--- src/rtl/ahb_bm_dma_phy_pkg.sv ---
// Shared constants and types for the DMA/PHY output-port arbiter.
// Build option: AHB_BM_ARB_ROUND_ROBIN_EN selects round-robin instead of fixed priority.
package ahb_bm_dma_phy_pkg;

   localparam int unsigned NumPortsDefault = 3;
   // Encoded port indices are two bits wide, so at most four ports per output.
   localparam int unsigned PortIdxW = 2;

   typedef enum logic [1:0] {
      HtransIdle   = 2'b00,
      HtransBusy   = 2'b01,
      HtransNonseq = 2'b10,
      HtransSeq    = 2'b11
   } htrans_e;

   typedef enum logic [1:0] {
      StNoPort = 2'b00,
      StGrant  = 2'b01,
      StHold   = 2'b10
   } arb_state_e;

   // SEQ and BUSY both mean a burst is still in flight.
   function automatic logic is_burst_beat(logic [1:0] htrans);
      return (htrans == HtransSeq) || (htrans == HtransBusy);
   endfunction

endpackage

--- src/rtl/ahb_busmatrix_dma_phy_out_arb_if.sv ---
// Request/ownership bundle between the input stages and one output-port arbiter.
// master drives the requests and HREADY; slave is the arbiter side.
interface ahb_busmatrix_dma_phy_out_arb_if
   import ahb_bm_dma_phy_pkg::*;
#(
   parameter int unsigned NUM_PORTS = NumPortsDefault
);

   logic [NUM_PORTS-1:0]   req_in;
   logic [2*NUM_PORTS-1:0] htrans_in;
   logic [NUM_PORTS-1:0]   hmastlock_in;
   logic                   hready_m;
   logic [NUM_PORTS-1:0]   grant;
   logic [PortIdxW-1:0]    addr_in_port;
   logic [PortIdxW-1:0]    data_in_port;
   logic                   no_port;

   modport master (
      output req_in,
      output htrans_in,
      output hmastlock_in,
      output hready_m,
      input  grant,
      input  addr_in_port,
      input  data_in_port,
      input  no_port
   );

   modport slave (
      input  req_in,
      input  htrans_in,
      input  hmastlock_in,
      input  hready_m,
      output grant,
      output addr_in_port,
      output data_in_port,
      output no_port
   );

endinterface

--- src/rtl/ahb_busmatrix_dma_phy_arb_sel.sv ---
// Combinational rotating-priority encoder: the first requester at or after base_i wins.
// A constant base_i of zero gives fixed priority with port 0 highest.
module ahb_busmatrix_dma_phy_arb_sel
   import ahb_bm_dma_phy_pkg::*;
#(
   parameter int unsigned NUM_PORTS = NumPortsDefault
) (
   input  logic [NUM_PORTS-1:0] req_i,
   input  logic [PortIdxW-1:0]  base_i,
   output logic [NUM_PORTS-1:0] gnt_o,
   output logic [PortIdxW-1:0]  gnt_idx_o,
   output logic                 valid_o
);

   logic                found;
   logic [PortIdxW-1:0] pidx;

   always_comb begin
      gnt_o     = '0;
      gnt_idx_o = '0;
      found     = 1'b0;
      pidx      = '0;
      for (int unsigned k = 0; k < NUM_PORTS; k++) begin
         pidx = PortIdxW'((32'(base_i) + k) % NUM_PORTS);
         if (!found && req_i[pidx]) begin
            found       = 1'b1;
            gnt_o[pidx] = 1'b1;
            gnt_idx_o   = pidx;
         end
      end
   end

   assign valid_o = found;

endmodule

--- src/rtl/ahb_busmatrix_dma_phy_out_arb.sv ---
// Output-port arbiter of the DMA/PHY bus matrix: picks the address-phase owner, holds it
// across bursts and locked sequences. Build option: AHB_BM_ARB_ROUND_ROBIN_EN.
module ahb_busmatrix_dma_phy_out_arb
   import ahb_bm_dma_phy_pkg::*;
#(
   parameter int unsigned NUM_PORTS = NumPortsDefault
) (
   input logic HCLK,
   input logic HRESETn,
   ahb_busmatrix_dma_phy_out_arb_if.slave bus
);

   arb_state_e           state_q, state_d;
   logic [NUM_PORTS-1:0] grant_q, grant_d;
   logic [PortIdxW-1:0]  addr_q, addr_d;
   logic [PortIdxW-1:0]  data_q, data_d;
   logic [PortIdxW-1:0]  base;

   logic [NUM_PORTS-1:0] sel_gnt;
   logic [PortIdxW-1:0]  sel_idx;
   logic                 sel_valid;

   logic [1:0] owner_trans;
   logic       owner_lock;
   logic       keep_from_grant;
   logic       keep_in_hold;
   logic       arb_now;

   // addr_q always names the current owner whenever the state is not StNoPort.
   assign owner_trans = bus.htrans_in[{addr_q, 1'b0} +: 2];
   assign owner_lock  = bus.hmastlock_in[addr_q];

   assign keep_from_grant = is_burst_beat(owner_trans) ||
                            ((owner_trans == HtransNonseq) && owner_lock);
   assign keep_in_hold    = is_burst_beat(owner_trans) || owner_lock;

`ifdef AHB_BM_ARB_ROUND_ROBIN_EN
   logic [PortIdxW-1:0] last_q, last_d;

   assign base = (last_q == PortIdxW'(NUM_PORTS - 1)) ? '0 : last_q + 1'b1;

   always_ff @(posedge HCLK or negedge HRESETn) begin
      if (!HRESETn) begin
         last_q <= PortIdxW'(NUM_PORTS - 1);
      end else begin
         last_q <= last_d;
      end
   end
`else
   assign base = '0;
`endif

   ahb_busmatrix_dma_phy_arb_sel #(
      .NUM_PORTS (NUM_PORTS)
   ) u_arb_sel (
      .req_i     (bus.req_in),
      .base_i    (base),
      .gnt_o     (sel_gnt),
      .gnt_idx_o (sel_idx),
      .valid_o   (sel_valid)
   );

   always_comb begin
      state_d = state_q;
      grant_d = grant_q;
      addr_d  = addr_q;
      data_d  = data_q;
      arb_now = 1'b0;
`ifdef AHB_BM_ARB_ROUND_ROBIN_EN
      last_d  = last_q;
`endif
      // Everything is frozen while the current transfer is stalled.
      if (bus.hready_m) begin
         data_d = addr_q;
         case (state_q)
            StNoPort: arb_now = 1'b1;
            StGrant: begin
               if (keep_from_grant) begin
                  state_d = StHold;
               end else begin
                  arb_now = 1'b1;
               end
            end
            StHold:   arb_now = !keep_in_hold;
            default:  arb_now = 1'b1;
         endcase

         if (arb_now) begin
            if (sel_valid) begin
               state_d = StGrant;
               grant_d = sel_gnt;
               addr_d  = sel_idx;
`ifdef AHB_BM_ARB_ROUND_ROBIN_EN
               last_d  = sel_idx;
`endif
            end else begin
               // addr_in_port keeps its last value while the default slave is selected.
               state_d = StNoPort;
               grant_d = '0;
            end
         end
      end
   end

   always_ff @(posedge HCLK or negedge HRESETn) begin
      if (!HRESETn) begin
         state_q <= StNoPort;
         grant_q <= '0;
         addr_q  <= '0;
         data_q  <= '0;
      end else begin
         state_q <= state_d;
         grant_q <= grant_d;
         addr_q  <= addr_d;
         data_q  <= data_d;
      end
   end

   assign bus.grant        = grant_q;
   assign bus.addr_in_port = addr_q;
   assign bus.data_in_port = data_q;
   assign bus.no_port      = (state_q == StNoPort);

endmodule

--- src/flat_wrapper.sv ---
// flat-port wrapper written by rule: the top's interface ports become plain ports
module ahb_busmatrix_dma_phy_out_arb_flat import ahb_bm_dma_phy_pkg::*;
#(
   parameter int unsigned NUM_PORTS = NumPortsDefault
)
  (HCLK, HRESETn, bus_req_in, bus_htrans_in, bus_hmastlock_in, bus_hready_m, bus_grant, bus_addr_in_port, bus_data_in_port, bus_no_port);
  ahb_busmatrix_dma_phy_out_arb_if #(.NUM_PORTS(NUM_PORTS)) bus_i ();
  input logic HCLK;
  input logic HRESETn;
  input wire logic [$bits(bus_i.req_in)-1:0] bus_req_in;
  input wire logic [$bits(bus_i.htrans_in)-1:0] bus_htrans_in;
  input wire logic [$bits(bus_i.hmastlock_in)-1:0] bus_hmastlock_in;
  input wire logic [$bits(bus_i.hready_m)-1:0] bus_hready_m;
  output wire logic [$bits(bus_i.grant)-1:0] bus_grant;
  output wire logic [$bits(bus_i.addr_in_port)-1:0] bus_addr_in_port;
  output wire logic [$bits(bus_i.data_in_port)-1:0] bus_data_in_port;
  output wire logic [$bits(bus_i.no_port)-1:0] bus_no_port;
  assign bus_i.req_in = bus_req_in;
  assign bus_i.htrans_in = bus_htrans_in;
  assign bus_i.hmastlock_in = bus_hmastlock_in;
  assign bus_i.hready_m = bus_hready_m;
  assign bus_grant = bus_i.grant;
  assign bus_addr_in_port = bus_i.addr_in_port;
  assign bus_data_in_port = bus_i.data_in_port;
  assign bus_no_port = bus_i.no_port;
  ahb_busmatrix_dma_phy_out_arb #(.NUM_PORTS(NUM_PORTS)) u_core (.HCLK(HCLK), .HRESETn(HRESETn), .bus(bus_i));
endmodule
--- config.mk ---
export PLATFORM = sky130hd
export DESIGN_NAME = ahb_busmatrix_dma_phy_out_arb_flat
export DESIGN_NICKNAME = d
export VERILOG_FILES = /design/src/rtl/ahb_bm_dma_phy_pkg.sv /design/src/rtl/ahb_busmatrix_dma_phy_out_arb_if.sv /design/src/rtl/ahb_busmatrix_dma_phy_arb_sel.sv /design/src/rtl/ahb_busmatrix_dma_phy_out_arb.sv /design/src/flat_wrapper.sv
export SDC_FILE = /design/constraint.sdc
export NUM_CORES = 1
export LEC_CHECK = 0
export BUFFER_PORTS_ARGS = -buffer_cell sky130_fd_sc_hd__buf_2
export CELL_PAD_IN_SITES_DETAIL_PLACEMENT = 0
export CELL_PAD_IN_SITES_GLOBAL_PLACEMENT = 1
export CORE_MARGIN = 3
export CORE_UTILIZATION = 34
export DETAILED_ROUTE_END_ITERATION = 12
export GPL_TIMING_DRIVEN = 1
export PLACE_DENSITY = 0.85
export SYNTH_ARGS = -nofsm -noshare
export SYNTH_HDL_FRONTEND = slang
export SYNTH_SLANG_ARGS = --single-unit
export TNS_END_PERCENT = 20
--- constraint.sdc ---
create_clock -name HCLK -period 2 [get_ports HCLK]
set_clock_uncertainty 0.1 [all_clocks]
set_input_delay 0.1 -clock HCLK [delete_from_list [all_inputs] [get_ports HCLK]]
set_output_delay 0.1 -clock HCLK [all_outputs]
set_load 0.01 [all_outputs]
==> impl_metrics.ini <==
[status]
status = completed

[floorplanning]
initial_core_util = 0.3685
dieWidth_um = 46.88
design.portCount = 23
core_um2 = 1541
fp.dieArea_um2 = 2197
die_h_um = 46.88
fp-row-count = 14

[cts]
cts_root_buf = clkbuf_4
path_clk_slew_ns = 0.06
cts-resized-gates = 0
clockBufferDepth = 2
cts_tree = built
insertion_delay_ns = 0.26
hold_buffers = 1
htree_levels = 1
numCtsBuffers = 3
clock_sinks = 9
post_cts_buffers = 0

[cells_and_area]
fillerInstances = 163
drive_gt1_frac = 0.4342
nets = 95
areaGrowthSynthToFinish_pct = 25.99
multi_input_area_um2 = 312.8
register_area_um2 = 225.2
antenna_cells = 0

[route]
viasPerCell = 5.228
drt_iter0_drc = 9
drc = 0
num_vias = 481
ant_nets = 0
dr.pass1.iters = 4
routedWlPerCell_um = 13.14
routed_wl_um = 1209

[timing]
hold_violations = 0
post-route-min-period_ns = 1.744
fin_tns_setup_ns = 0
max_freq_mhz = 573.3
rsz0062_at_grt = false
setup-violations-final = 0
fin_crit_sh = 0.8721
finalMaxSlewViolations = 0
relSlewSlack = 0.7849
tightest_slew_ns = 0.3226
timing.hold.ws_ns = 0.02907

[synthesis]
syn_area_um2 = 568.0
synthTopCellsByArea = dfrtp_1 (40%), ha_1 (6.6%), mux2_2 (4.0%)
synth_fp_nets = 69
ys_seq_area_frac = 0.3965
yosys.area.top_type = dfrtp_1
netlist_instances = 51
ys_ff_latch = 9
yosysMostFrequentCell = dfrtp_1
avgSynthCellArea_um2 = 11.14
yosysUniqueCellTypes = 27
yosysWarnings = 0
synth_edf_count = 0
synth_top_area_frac = 0.3965
synthArstFlopShare = 1.000
ys.flop_type = dfrtp_1

[power_and_ir_drop]
pwr_density_cell_nw_per_um2 = 1458
p_seq_frac = 0.349
clockPowerShare = 0.134
p_leak_nw = 0.3423
power.total_mw = 1.043
switching_share = 0.4067
p_int_mw = 0.6189
combPwrFrac = 0.516
power.switching_mw = 0.4242
vdd.ir_drop.worst_mv = 0.6901

[place]
numPortBuffers = 22
gp_congestion = 0.7895

[setup_path]
crit_fanout = 10
start_kind = flip-flop
r2r-end = u_core.bus.grant[0]
cp.arrival_ns = 1.79
end_kind = flip-flop
cp_slowest_cell = dfrtp_1
rr_worst_depth = 5
rrSetupSlack_ns = 0.26
path_buf_inv = 0
worstPathCellList = mux2i_1 -> o221ai_2 -> a21oi_4 -> nor2_4 -> mux2_4
r2r-start = u_core.bus.addr_in_port[1]
required_ns = 2.05
critPathTopFamily = multiplexers
path_class = flip-flop to flip-flop
slowest_delay_ns = 0.53

[min_path]
hold_depth = 2
whs_endpoint = u_core.bus.grant[0]
hp-class = input pin to flip-flop
hold_start = bus_req_in[0]

[grt]
overflow = 0
grt_antenna_before_repair = 0
grt_pass1_wl_um = 1876
grt_pass1_vias = 423
grt_max_degree = 12
track_usage = 0.1266

[job]
cap_violations = 0
how the worst max path moves through the flow:
stage | startpoint | endpoint | cells past startpoint
after floorplan | u_core.bus.addr_in_port[1] | u_core.bus.grant[0] | 6
after global placement | u_core.bus.addr_in_port[1] | u_core.bus.grant[0] | 5
after detailed placement | u_core.bus.addr_in_port[1] | u_core.bus.grant[0] | 5
after CTS | u_core.bus.addr_in_port[1] | u_core.bus.grant[0] | 5
after global routing | u_core.bus.addr_in_port[1] | u_core.bus.grant[0] | 5
final | u_core.bus.addr_in_port[1] | u_core.bus.grant[0] | 5
per-layer routing:
metal	part of all wire	vias up	global-route usage	wire length, µm
met5	0	-	0	0
met1	0.49	223	0.1795	596
li1	-	238	-	-
met3	0.064	4	0.02299	77
met2	0.41	16	0.1572	499
met4	0.030	0	0.1160	36
cell families after synthesis:
logic type	count (synthesis)	share of synthesized area
AO/OA/AOI/OAI	12	0.1850
adder cells (fa/ha/maj)	3	0.06609
buffers and inverters	5	0.05287
flip-flops	9	0.3965
multiplexers	5	0.1013
AND/OR/NAND/NOR	17	0.1983
through the flow:
step	cell area (µm²)	cells	utilization	setup WS, ns
floorplan	568.0	51	-	0.3474
global placement	679.4	87	0.4407	0.2404
detailed placement	679.4	87	0.4407	0.2424
CTS	715.7	92	0.4643	0.2362
global route	715.7	92	0.4643	0.1471
finish	715.7	92	0.4643	0.2558
cell type report:
class,instances,share of cell area
well taps,16,0.02797
flip-flops and latches,9,0.3147
repair buffers,23,0.1678
inverters,3,0.01573
clock buffers,4,0.03671
multi-input cells,37,0.4371
registers in the layout (all words and copies together) (netlist names):
name and count:
u_core.bus.addr_in_port 2, u_core.bus.data_in_port 2, u_core.bus.grant 3, u_core.state_q 2
power groups by stage:
stage                     clock network (mW)  registers (mW)  logic, mW
after floorplan                            0           0.352      0.419
after global placement                     0           0.365      0.539
after detailed placement                   0           0.368      0.541
after CTS                              0.149           0.365      0.547
after global routing                   0.156           0.384      0.596
final                                  0.140           0.364      0.539
cell usage in the layout (no fill, tap or decap), types with 2 or more instances in the layout:
cell,count
buf_2,22
o21ai_0,2
ha_1,3
clkbuf_4,3
inv_1,3
mux2i_1,2
mux2_2,2
nand2_1,3
nand2b_1,3
nor2_1,2
nand4b_1,2
o22ai_1,3
o21a_1,2
dfrtp_1,9
(Power assumes the default switching activity.)
